`src/rtl/gpio_pkg.sv`:
```
// Shared definitions for the GPIO APB master: FSM states and register map.
package gpio_pkg;

    // APB master phases.
    typedef enum logic [1:0] {
        StIdle   = 2'd0,
        StSetup  = 2'd1,
        StAccess = 2'd2
    } apb_state_e;

    // GPIO register file byte offsets.
    localparam logic [31:0] GpioDirOffset  = 32'h0000_0000;
    localparam logic [31:0] GpioValOffset  = 32'h0000_0004;
    localparam logic [31:0] GpioInvOffset  = 32'h0000_0008;
    localparam logic [31:0] GpioIntEnOffset = 32'h0000_000C;
    localparam logic [31:0] GpioIntTOffset = 32'h0000_0010;

    // Wait-state counter width: must be able to hold the value TIMEOUT itself.
    function automatic int unsigned cnt_width(int unsigned timeout);
        return (timeout < 2) ? 1 : $clog2(timeout + 1);
    endfunction

endpackage

```
`src/rtl/rr_arbiter.sv`:
```
// Round-robin picker: searches upward from last+1 with wrap-around.
module rr_arbiter #(
    parameter int unsigned N_REQ = 2
) (
    input  logic [N_REQ-1:0]         req,
    input  logic [$clog2(N_REQ)-1:0] last,
    output logic [N_REQ-1:0]         grant,
    output logic [$clog2(N_REQ)-1:0] idx
);

    localparam int unsigned IdxW = $clog2(N_REQ);

    // First requester after 'last' wins; grant stays zero when nobody requests.
    always_comb begin
        logic [IdxW:0] cand;
        logic          found;
        grant = '0;
        idx   = '0;
        found = 1'b0;
        cand  = '0;
        for (int unsigned i = 1; i <= N_REQ; i++) begin
            cand = {1'b0, last} + (IdxW + 1)'(i);
            if (cand >= (IdxW + 1)'(N_REQ)) begin
                cand = cand - (IdxW + 1)'(N_REQ);
            end
            if (!found && req[cand[IdxW-1:0]]) begin
                found                  = 1'b1;
                grant[cand[IdxW-1:0]]  = 1'b1;
                idx                    = cand[IdxW-1:0];
            end
        end
    end

endmodule

```
`src/rtl/gpio_apb_arbiter.sv`:
```
// Multi-requester APB master toward the GPIO register file, round-robin arbitrated,
// with an optional wait-state timeout that aborts a stuck transfer.
module gpio_apb_arbiter
    import gpio_pkg::*;
#(
    parameter int unsigned N_REQ   = 2,
    parameter int unsigned TIMEOUT = 16
) (
    input  logic                   PCLK,
    input  logic                   PRESET,
    input  logic [N_REQ-1:0]       req_i,
    input  logic [N_REQ-1:0]       we_i,
    input  logic [N_REQ-1:0][31:0] addr_i,
    input  logic [N_REQ-1:0][31:0] wdata_i,
    output logic [N_REQ-1:0]       gnt_o,
    output logic [N_REQ-1:0]       done_o,
    output logic                   err_o,
    output logic [31:0]            rdata_o,
    output logic [31:0]            PADDR,
    output logic [31:0]            PWDATA,
    output logic                   PWRITE,
    output logic                   PSEL,
    output logic                   PENABLE,
    input  logic [31:0]            PRDATA,
    input  logic                   PREADY
);

    localparam int unsigned IdxW = $clog2(N_REQ);
    localparam int unsigned CntW = cnt_width(TIMEOUT);

    apb_state_e      state_q;
    logic [IdxW-1:0] last_q;
    logic [IdxW-1:0] win_q;
    logic [CntW-1:0] cnt_q;

    logic [N_REQ-1:0] rr_grant;
    logic [IdxW-1:0]  rr_idx;
    logic             timeout_hit;
    logic [N_REQ-1:0] win_onehot;

    rr_arbiter #(
        .N_REQ(N_REQ)
    ) u_rr (
        .req  (req_i),
        .last (last_q),
        .grant(rr_grant),
        .idx  (rr_idx)
    );

    // Grants are only offered while the bus is free.
    assign gnt_o = (state_q == StIdle) ? rr_grant : '0;

    // This ACCESS cycle is the TIMEOUT-th one without PREADY.
    assign timeout_hit = (TIMEOUT != 0) && (cnt_q == CntW'(TIMEOUT - 1));

    assign win_onehot = {{(N_REQ - 1){1'b0}}, 1'b1} << win_q;

    // Transfer FSM; all APB and completion outputs are registered here.
    always_ff @(posedge PCLK) begin
        if (PRESET) begin
            state_q <= StIdle;
            last_q  <= IdxW'(N_REQ - 1);
            win_q   <= '0;
            cnt_q   <= '0;
            PADDR   <= '0;
            PWDATA  <= '0;
            PWRITE  <= 1'b0;
            PSEL    <= 1'b0;
            PENABLE <= 1'b0;
            done_o  <= '0;
            err_o   <= 1'b0;
            rdata_o <= '0;
        end else begin
            done_o <= '0;
            err_o  <= 1'b0;
            unique case (state_q)
                StIdle: begin
                    if (|req_i) begin
                        state_q <= StSetup;
                        last_q  <= rr_idx;
                        win_q   <= rr_idx;
                        // PADDR/PWDATA/PWRITE double as the latched request.
                        PADDR   <= addr_i[rr_idx];
                        PWDATA  <= wdata_i[rr_idx];
                        PWRITE  <= we_i[rr_idx];
                        PSEL    <= 1'b1;
                    end
                end
                StSetup: begin
                    state_q <= StAccess;
                    PENABLE <= 1'b1;
                    cnt_q   <= '0;
                end
                StAccess: begin
                    if (PREADY) begin
                        state_q <= StIdle;
                        PSEL    <= 1'b0;
                        PENABLE <= 1'b0;
                        PWRITE  <= 1'b0;
                        done_o  <= win_onehot;
                        if (!PWRITE) begin
                            rdata_o <= PRDATA;
                        end
                    end else begin
                        cnt_q <= cnt_q + CntW'(1);
                        if (timeout_hit) begin
                            state_q <= StIdle;
                            PSEL    <= 1'b0;
                            PENABLE <= 1'b0;
                            PWRITE  <= 1'b0;
                            done_o  <= win_onehot;
                            err_o   <= 1'b1;
                            rdata_o <= '0;
                        end
                    end
                end
                default: state_q <= StIdle;
            endcase
        end
    end

endmodule

```
`config.mk`:
```
export PLATFORM = sky130hd
export DESIGN_NAME = gpio_apb_arbiter
export DESIGN_NICKNAME = d
export VERILOG_FILES = /design/src/rtl/gpio_pkg.sv /design/src/rtl/rr_arbiter.sv /design/src/rtl/gpio_apb_arbiter.sv
export SDC_FILE = /design/constraint.sdc
export NUM_CORES = 1
export LEC_CHECK = 0
export BUFFER_PORTS_ARGS = -buffer_cell sky130_fd_sc_hd__buf_2
export CORE_UTILIZATION = 35
export DETAILED_ROUTE_END_ITERATION = 7
export HOLD_SLACK_MARGIN = 0.08
export PLACE_DENSITY = 0.67
export SLEW_MARGIN = 20
export SYNTH_ARGS = -nofsm -noshare
export SYNTH_HDL_FRONTEND = slang
export SYNTH_SLANG_ARGS = --single-unit
```
`constraint.sdc`:
```
create_clock -name PCLK -period 4.2 [get_ports PCLK]
set_input_delay 0.21 -clock PCLK [delete_from_list [all_inputs] [get_ports PCLK]]
set_output_delay 0.21 -clock PCLK [all_outputs]
set_load 0.01 [all_outputs]
```
* Word-level counts from Yosys, hierarchy flattened *
Cells that the tools add are included.

operators by class
  equal/unequal tests = 7
  divide/modulo/power cells = 0
  shift operators = 1
  $mul = 0
  magnitude comparators = 7
  add/sub/neg operators = 5
  multiplexer cells = 41
  reductions and logical operators = 17
  bitwise operators = 2

operator list
  cell                                                                           number
  32-bit 2-to-1 mux                                                              7
  1-bit 2-to-1 mux                                                               18
  2-bit 2-to-1 mux                                                               8
  5-bit one-hot mux with 2 select lines                                          1
  2-bit AND reduction                                                            4
  1-bit by 2-bit less-than comparator with 1-bit output (second input constant)  3
  1-bit one-hot mux with 2 select lines                                          3
  2-bit one-hot mux with 3 select lines                                          1
  3-bit AND reduction                                                            2
  2-bit nonzero test                                                             3
  5-bit by 1-bit adder with 5-bit output (second input constant)                 1
  5-bit by 4-bit equality test with 1-bit output (second input constant)         1
  5-bit 2-to-1 mux                                                               1
  2-bit >= comparator (second input constant)                                    2
  2-bit != test (second input constant)                                          2
  2-bit OR reduction                                                             2
  1-bit logical AND                                                              3
  3-bit != test (second input constant)                                          1
  3-bit OR reduction                                                             1
  1-bit by 1-bit adder with 2-bit output (second input constant)                 1
  1-bit by 2-bit adder with 2-bit output (second input constant)                 1
  1-bit demux with 1-bit select                                                  2
  2-bit by 1-bit equality test with 1-bit output (second input constant)         1
  2-bit equality test (second input constant)                                    1
  other kinds (8)                                                                10

word-level totals
  bits in writable memories = 0
  word-level logic and storage cells = 92
  bits in registers = 111
  memory bits (read-only) = 0
  memories kept = 0
  bits in latches = 0
  output and inout port bits = 104

* Depth between registers and ports, before layout *
  depth in word-level cells = 13
  gate-level depth with buffers = 8
  depth with buffers taken out = 7

* By module *
Synthesis repeated with hierarchy kept, for this count alone.

second synthesis, totals
  cells, all modules = 453
  area, all modules = 5,013.6 um2

by module, submodules not included
  module            area each (um2)  cells an instance  instances
  gpio_apb_arbiter  4,987.3          449                1
  rr_arbiter        26.3             4                  1

* Worst setup path after synthesis *
No wires, ideal clock.

  kind = flip-flop to flip-flop
  from = register cnt_q[0]
  to = register rdata_o[0]
  library setup time = 0.065 ns
  buffers on the path = 1
  arrival time = 1.725 ns
  cell stages (with the launch flop) = 9
  data required time = 4.135 ns
  slack = 2.410 ns
  period minus slack after synthesis = 1.790 ns
  cell sequence = dfxtp_1 > ha_1 > and3_1 > ha_1 > nor2b_1 > o21ai_1 > clkbuf_1 > a22oi_1 > nor2_1

between the ends
  word-level cells in the longest chain between the ends = 3

ends and longest elaborated chain
  element                                         line                     RTL
  start: declaration                              gpio_apb_arbiter.sv:34   logic [CntW-1:0] cnt_q;
  start signal: assignment                        gpio_apb_arbiter.sv:105  cnt_q <= cnt_q + CntW'(1);
  5-bit by 4-bit equality test with 1-bit output  gpio_apb_arbiter.sv:54   assign timeout_hit = (TIMEOUT != 0) && (cnt_q == CntW'(TIMEOUT - 1));
  2-bit nonzero test (no source line)             --
  3-bit AND reduction (no source line)            --
  end signal: assignment                          gpio_apb_arbiter.sv:72   rdata_o <= '0;
  end signal: assignment                          gpio_apb_arbiter.sv:102  rdata_o <= PRDATA;
  end signal: assignment                          gpio_apb_arbiter.sv:113  rdata_o <= '0;
  end: declaration                                gpio_apb_arbiter.sv:18   output logic [31:0] rdata_o,

No other way between the ends.
A chain may end at the register's enable or synchronous reset.

* Worst setup path in the final report *
  from = register state_q[1]
  to = register PADDR[30]

between the ends
  word-level cells in the longest chain between the ends = 2

ends and longest elaborated chain
  element                               line                    RTL
  start: declaration                    gpio_apb_arbiter.sv:31  apb_state_e state_q;
  start signal: assignment              gpio_apb_arbiter.sv:61  state_q <= StIdle;
  start signal: assignment              gpio_apb_arbiter.sv:79  state_q <= StSetup;
  start signal: assignment              gpio_apb_arbiter.sv:90  state_q <= StAccess;
  2-bit logical NOT                     gpio_apb_arbiter.sv:76  unique case (state_q)
  2-bit AND reduction (no source line)  --
  end signal: assignment                gpio_apb_arbiter.sv:83  PADDR <= addr_i[rr_idx];
  end: declaration                      gpio_apb_arbiter.sv:19  output logic [31:0] PADDR,

No other way between the ends.

==> results.txt <==
----------------------------------------------------
[Logic synthesis]
  Cells taking the most area after synthesis ... sky130_fd_sc_hd__dfxtp_1, sky130_fd_sc_hd__a311oi_1, sky130_fd_sc_hd__nand2_1, sky130_fd_sc_hd__nor2_1, sky130_fd_sc_hd__a22oi_1
  Post-synth top flop ... sky130_fd_sc_hd__dfxtp_1
  Proportion of synthesized chip area in sequential cells ... 0.4867
  Number of distinct standard cells referenced by the synthesized netlist ... 33
  Yosys warns ... 0
  Biggest area consumer among synthesized cells ... sky130_fd_sc_hd__dfxtp_1
  Synth Area per Inst ... about 8.3 um^2
  Count of mapped cells out of synthesis ... 552
  Synthesized area ... about 4600 um^2
  Proportion of synthesized flip-flops having asynchronous set or reset ... 0
  Synthesized net count ... between 700 and 800
  Number of enable-type register cells in the synthesized netlist ... 0
  Seq cells post-synth ... 111
  Portion of synthesized cell area occupied by the leading cell type ... 0.4867

[Critical path]
  Setup slack of the worst register-to-register path ... 1.84 ns
  Worst Setup Path Type ... register to register
  Source of the worst register-to-register timing path ... state_q[1]
  Required time at the endpoint of the critical path ... 4.45 ns
  Data arrival time at the worst-slack endpoint ... 2.61 ns
  Cells along the critical path ... nor2_4 > o21a_4 > buf_4 > nor2_1 > a311oi_1
  Length in cells of the worst reg-to-reg path ... 5
  CP max-delay cell ... sky130_fd_sc_hd__o21a_4
  Slowest cell delay on critical path ... 0.80 ns
  FF-to-FF End ... PADDR[30]
  CP endpoint kind ... register
  Largest fanout of any net on the critical path ... 98
  Critical path startpoint category ... register

[Die]
  Area enclosed by the die boundary ... around 14,000 um^2
  Chip height ... 116.2 um
  Core Region ... 12,670 um^2
  Effective utilization at floorplan ... 0.3603
  Horizontal extent of the die ... 116.2 um
  # IOs ... 271
  Row cnt ... 41

[Clocking]
  Post-CTS clock slew at the launch and capture registers of the worst setup and hold paths ... ~0.070 ns
  Post-CTS Setup Bufs ... 0
  Clock tree from TritonCTS ... built
  CTS Hold Bufs ... 0
  Count of H-tree levels built during CTS ... 3
  Root buf cell ... sky130_fd_sc_hd__clkbuf_16
  Number of buffers created by CTS ... 9
  Quantity of gates resized following cts ... 0
  Number of clock sinks ... 111
  Number of buffers on the longest clock path ... 2
  Insertion delay to the later sink of the worst-skew pair ... 0.35 ns

[Timing]
  Setup skew after layout ... 0.007806 ns
  Total Neg Setup Slack ... 0 ns
  Hold Worst Slack ... 0.1062 ns
  RSZ-0062 raised after global routing ... false
  Final Hold Vio Count ... 0
  Worst rel slew slack ... 0.3139
  Final number of setup-violating endpoints ... 0
  Min Tclk post-route ... between 2 and 2.5 ns
  Post-route setup slack ... 1.839 ns
  Maximum clock frequency ... 0.4236 GHz
  Final clock period utilization by the worst path ... 0.5621
  Final slew viol count ... 0
  Worst Tran Pin Value ... 1.029 ns

[Global route]
  Remaining global-route overflow ... 0
  Via count of the first global-routing pass ... 3,844
  GRT Total Usage ... 0.1872
  Initial antenna violation count ... 0
  Wire length of the first global-routing pass ... 19.64 mm
  Largest net degree at the start of global routing ... 99

[Detailed routing]
  Via/cell ratio ... 4.859
  First-pass DRT Iterations ... 4
  DRT Wirelength ... 13.57 mm
  Wire length per cell ... between 10 and 15 um
  Overall via count from detail_route ... 4,689
  # DRC ... 0
  Initial DRC count ... around 280
  Remaining antenna violation count ... 0

[Place]
  Global placer's final weighted congestion ... 0.7537
  Final HPWL DP ... approximately 9.5 mm
  Post-placement worst setup slack ... 1.866 ns
  Count of input and output buffers ... 270

[Layout]
  Antenna diodes ... 0
  Share of cells above drive strength 1 ... 0.3720
  Final core occ ... 0.4910
  Area growth from synthesis to layout ... 36.26%
  Number of nets in the layout ... 959

[Min path]
  Hold Path Depth ... 3
  Class of the worst hold path ... input port to register
  Hold path startpoint ... PRDATA[13]
  Worst Hold Path EP ... rdata_o[13]

[Power]
  Reported leakage power ... about 0.0030 uW
  Power density over the cells ... just over 400 nW/um^2
  Max VDD drop ... 0.0002263 V

[Run]
  Max-cap violations ... 0

[Outcome]
  Result of the run ... complete, no violations

----------------------------------------------------
-- layer usage --
layer / global-route usage / wire length [um] / vias up / part of all wire
met4: 0.07863 / 260 / 0 / 0.019
met2: 0.3032 / 6457 / 166 / 0.48
met3: 0.03633 / 756 / 16 / 0.056
li1: - / - / 2399 / -
met5: 0 / 0 / - / 0
met1: 0.2439 / 6095 / 2108 / 0.45
-- state kept, by name (all words and copies together), names as in the netlist --
name and count:
last_q 1, cnt_q 5, err_o 1, PADDR 32, rdata_o 32, done_o 2
PSEL 1, state_q 2, PWDATA 32, win_q 1, PENABLE 1, PWRITE 1
-- per-stage QoR --
step | area [um^2] | std cells | power, uW
global placement | 5929 | 950 | 1723
floorplan | 4566 | 552 | 1520
global route | 6221 | 965 | 2685
CTS | 6220 | 965 | 2583
detailed placement | 5929 | 950 | 1726
finish | 6221 | 965 | 2553
-- layout make-up --
type	instances	area, um^2
fill	1313	6450
multi-input combinational	389	2087
timing repair buffer	276	1399
tap	172	215.2
inverter	2	7.507
clock buffer	12	246.5
sequential	111	2222
clock inverter	3	43.79
-- synthesized netlist by cell type (3+ instances only) --
library cell	number
sky130_fd_sc_hd__nand2_1	134
sky130_fd_sc_hd__dfxtp_1	111
sky130_fd_sc_hd__nor2_1	110
sky130_fd_sc_hd__a311oi_1	64
sky130_fd_sc_hd__a22oi_1	33
sky130_fd_sc_hd__clkbuf_1	21
sky130_fd_sc_hd__buf_2	20
sky130_fd_sc_hd__a21oi_1	6
sky130_fd_sc_hd__buf_6	5
sky130_fd_sc_hd__nor2b_1	5
sky130_fd_sc_hd__buf_4	4
sky130_fd_sc_hd__o21ai_0	4
sky130_fd_sc_hd__a31oi_1	3
sky130_fd_sc_hd__ha_1	3
sky130_fd_sc_hd__mux2i_1	3
sky130_fd_sc_hd__nand2b_1	3
-- kinds of logic (layout without fill, tap and decap cells) --
logic type	Yosys count	in the layout	synth area share
compound gates	116	116	0.2020
fa+ha+maj	3	3	0.008222
buf+inv	52	293	0.05974
flops	111	111	0.4867
mux	3	3	0.006577
simple gates	267	267	0.2368
-- layout by cell type (no fill, tap or decap), drive strengths merged, types with 2 or more instances in the layout --
cell type | netlist | routed
o21ai | 5 | 5
nor2b | 5 | 5
a21oi | 6 | 6
nor2 | 111 | 111
clkinv | 0 | 2
nor4b | 2 | 2
a311oi | 64 | 64
nand4b | 2 | 2
a31oi | 3 | 3
nand2b | 3 | 3
dfxtp | 111 | 111
inv | 2 | 2
nand3b | 2 | 2
buf | 29 | 276
nand2 | 134 | 134
mux2i | 3 | 3
a2bb2oi | 2 | 2
and2 | 3 | 3
a22oi | 33 | 33
clkbuf | 21 | 12
ha | 3 | 3
-- power by group --
group	switching, uW	internal (uW)
sequential	51.7	1140
clock	379	477
combinational	286	215
total	717	1840
-- worst max path at each step --
stage	cells after the start	from	to
2_1_floorplan	8	cnt_q[0]	rdata_o[0]
3_3_place_gp	5	state_q[1]	PADDR[26]
3_5_place_dp	4	state_q[1]	rdata_o[6]
4_1_cts	4	state_q[1]	rdata_o[6]
5_1_grt	5	state_q[1]	PWDATA[11]
6_report	5	state_q[1]	PADDR[30]
-- critical path: cells and delay by family (launching register included) --
family | cells | cell delay, ns
AO/OA/AOI/OAI | 2 | 1.05
flip-flops | 1 | 0.47
buffers and inverters | 1 | 0.36
AND/OR/NAND/NOR | 2 | 0.30
(Power assumes the default switching activity.)
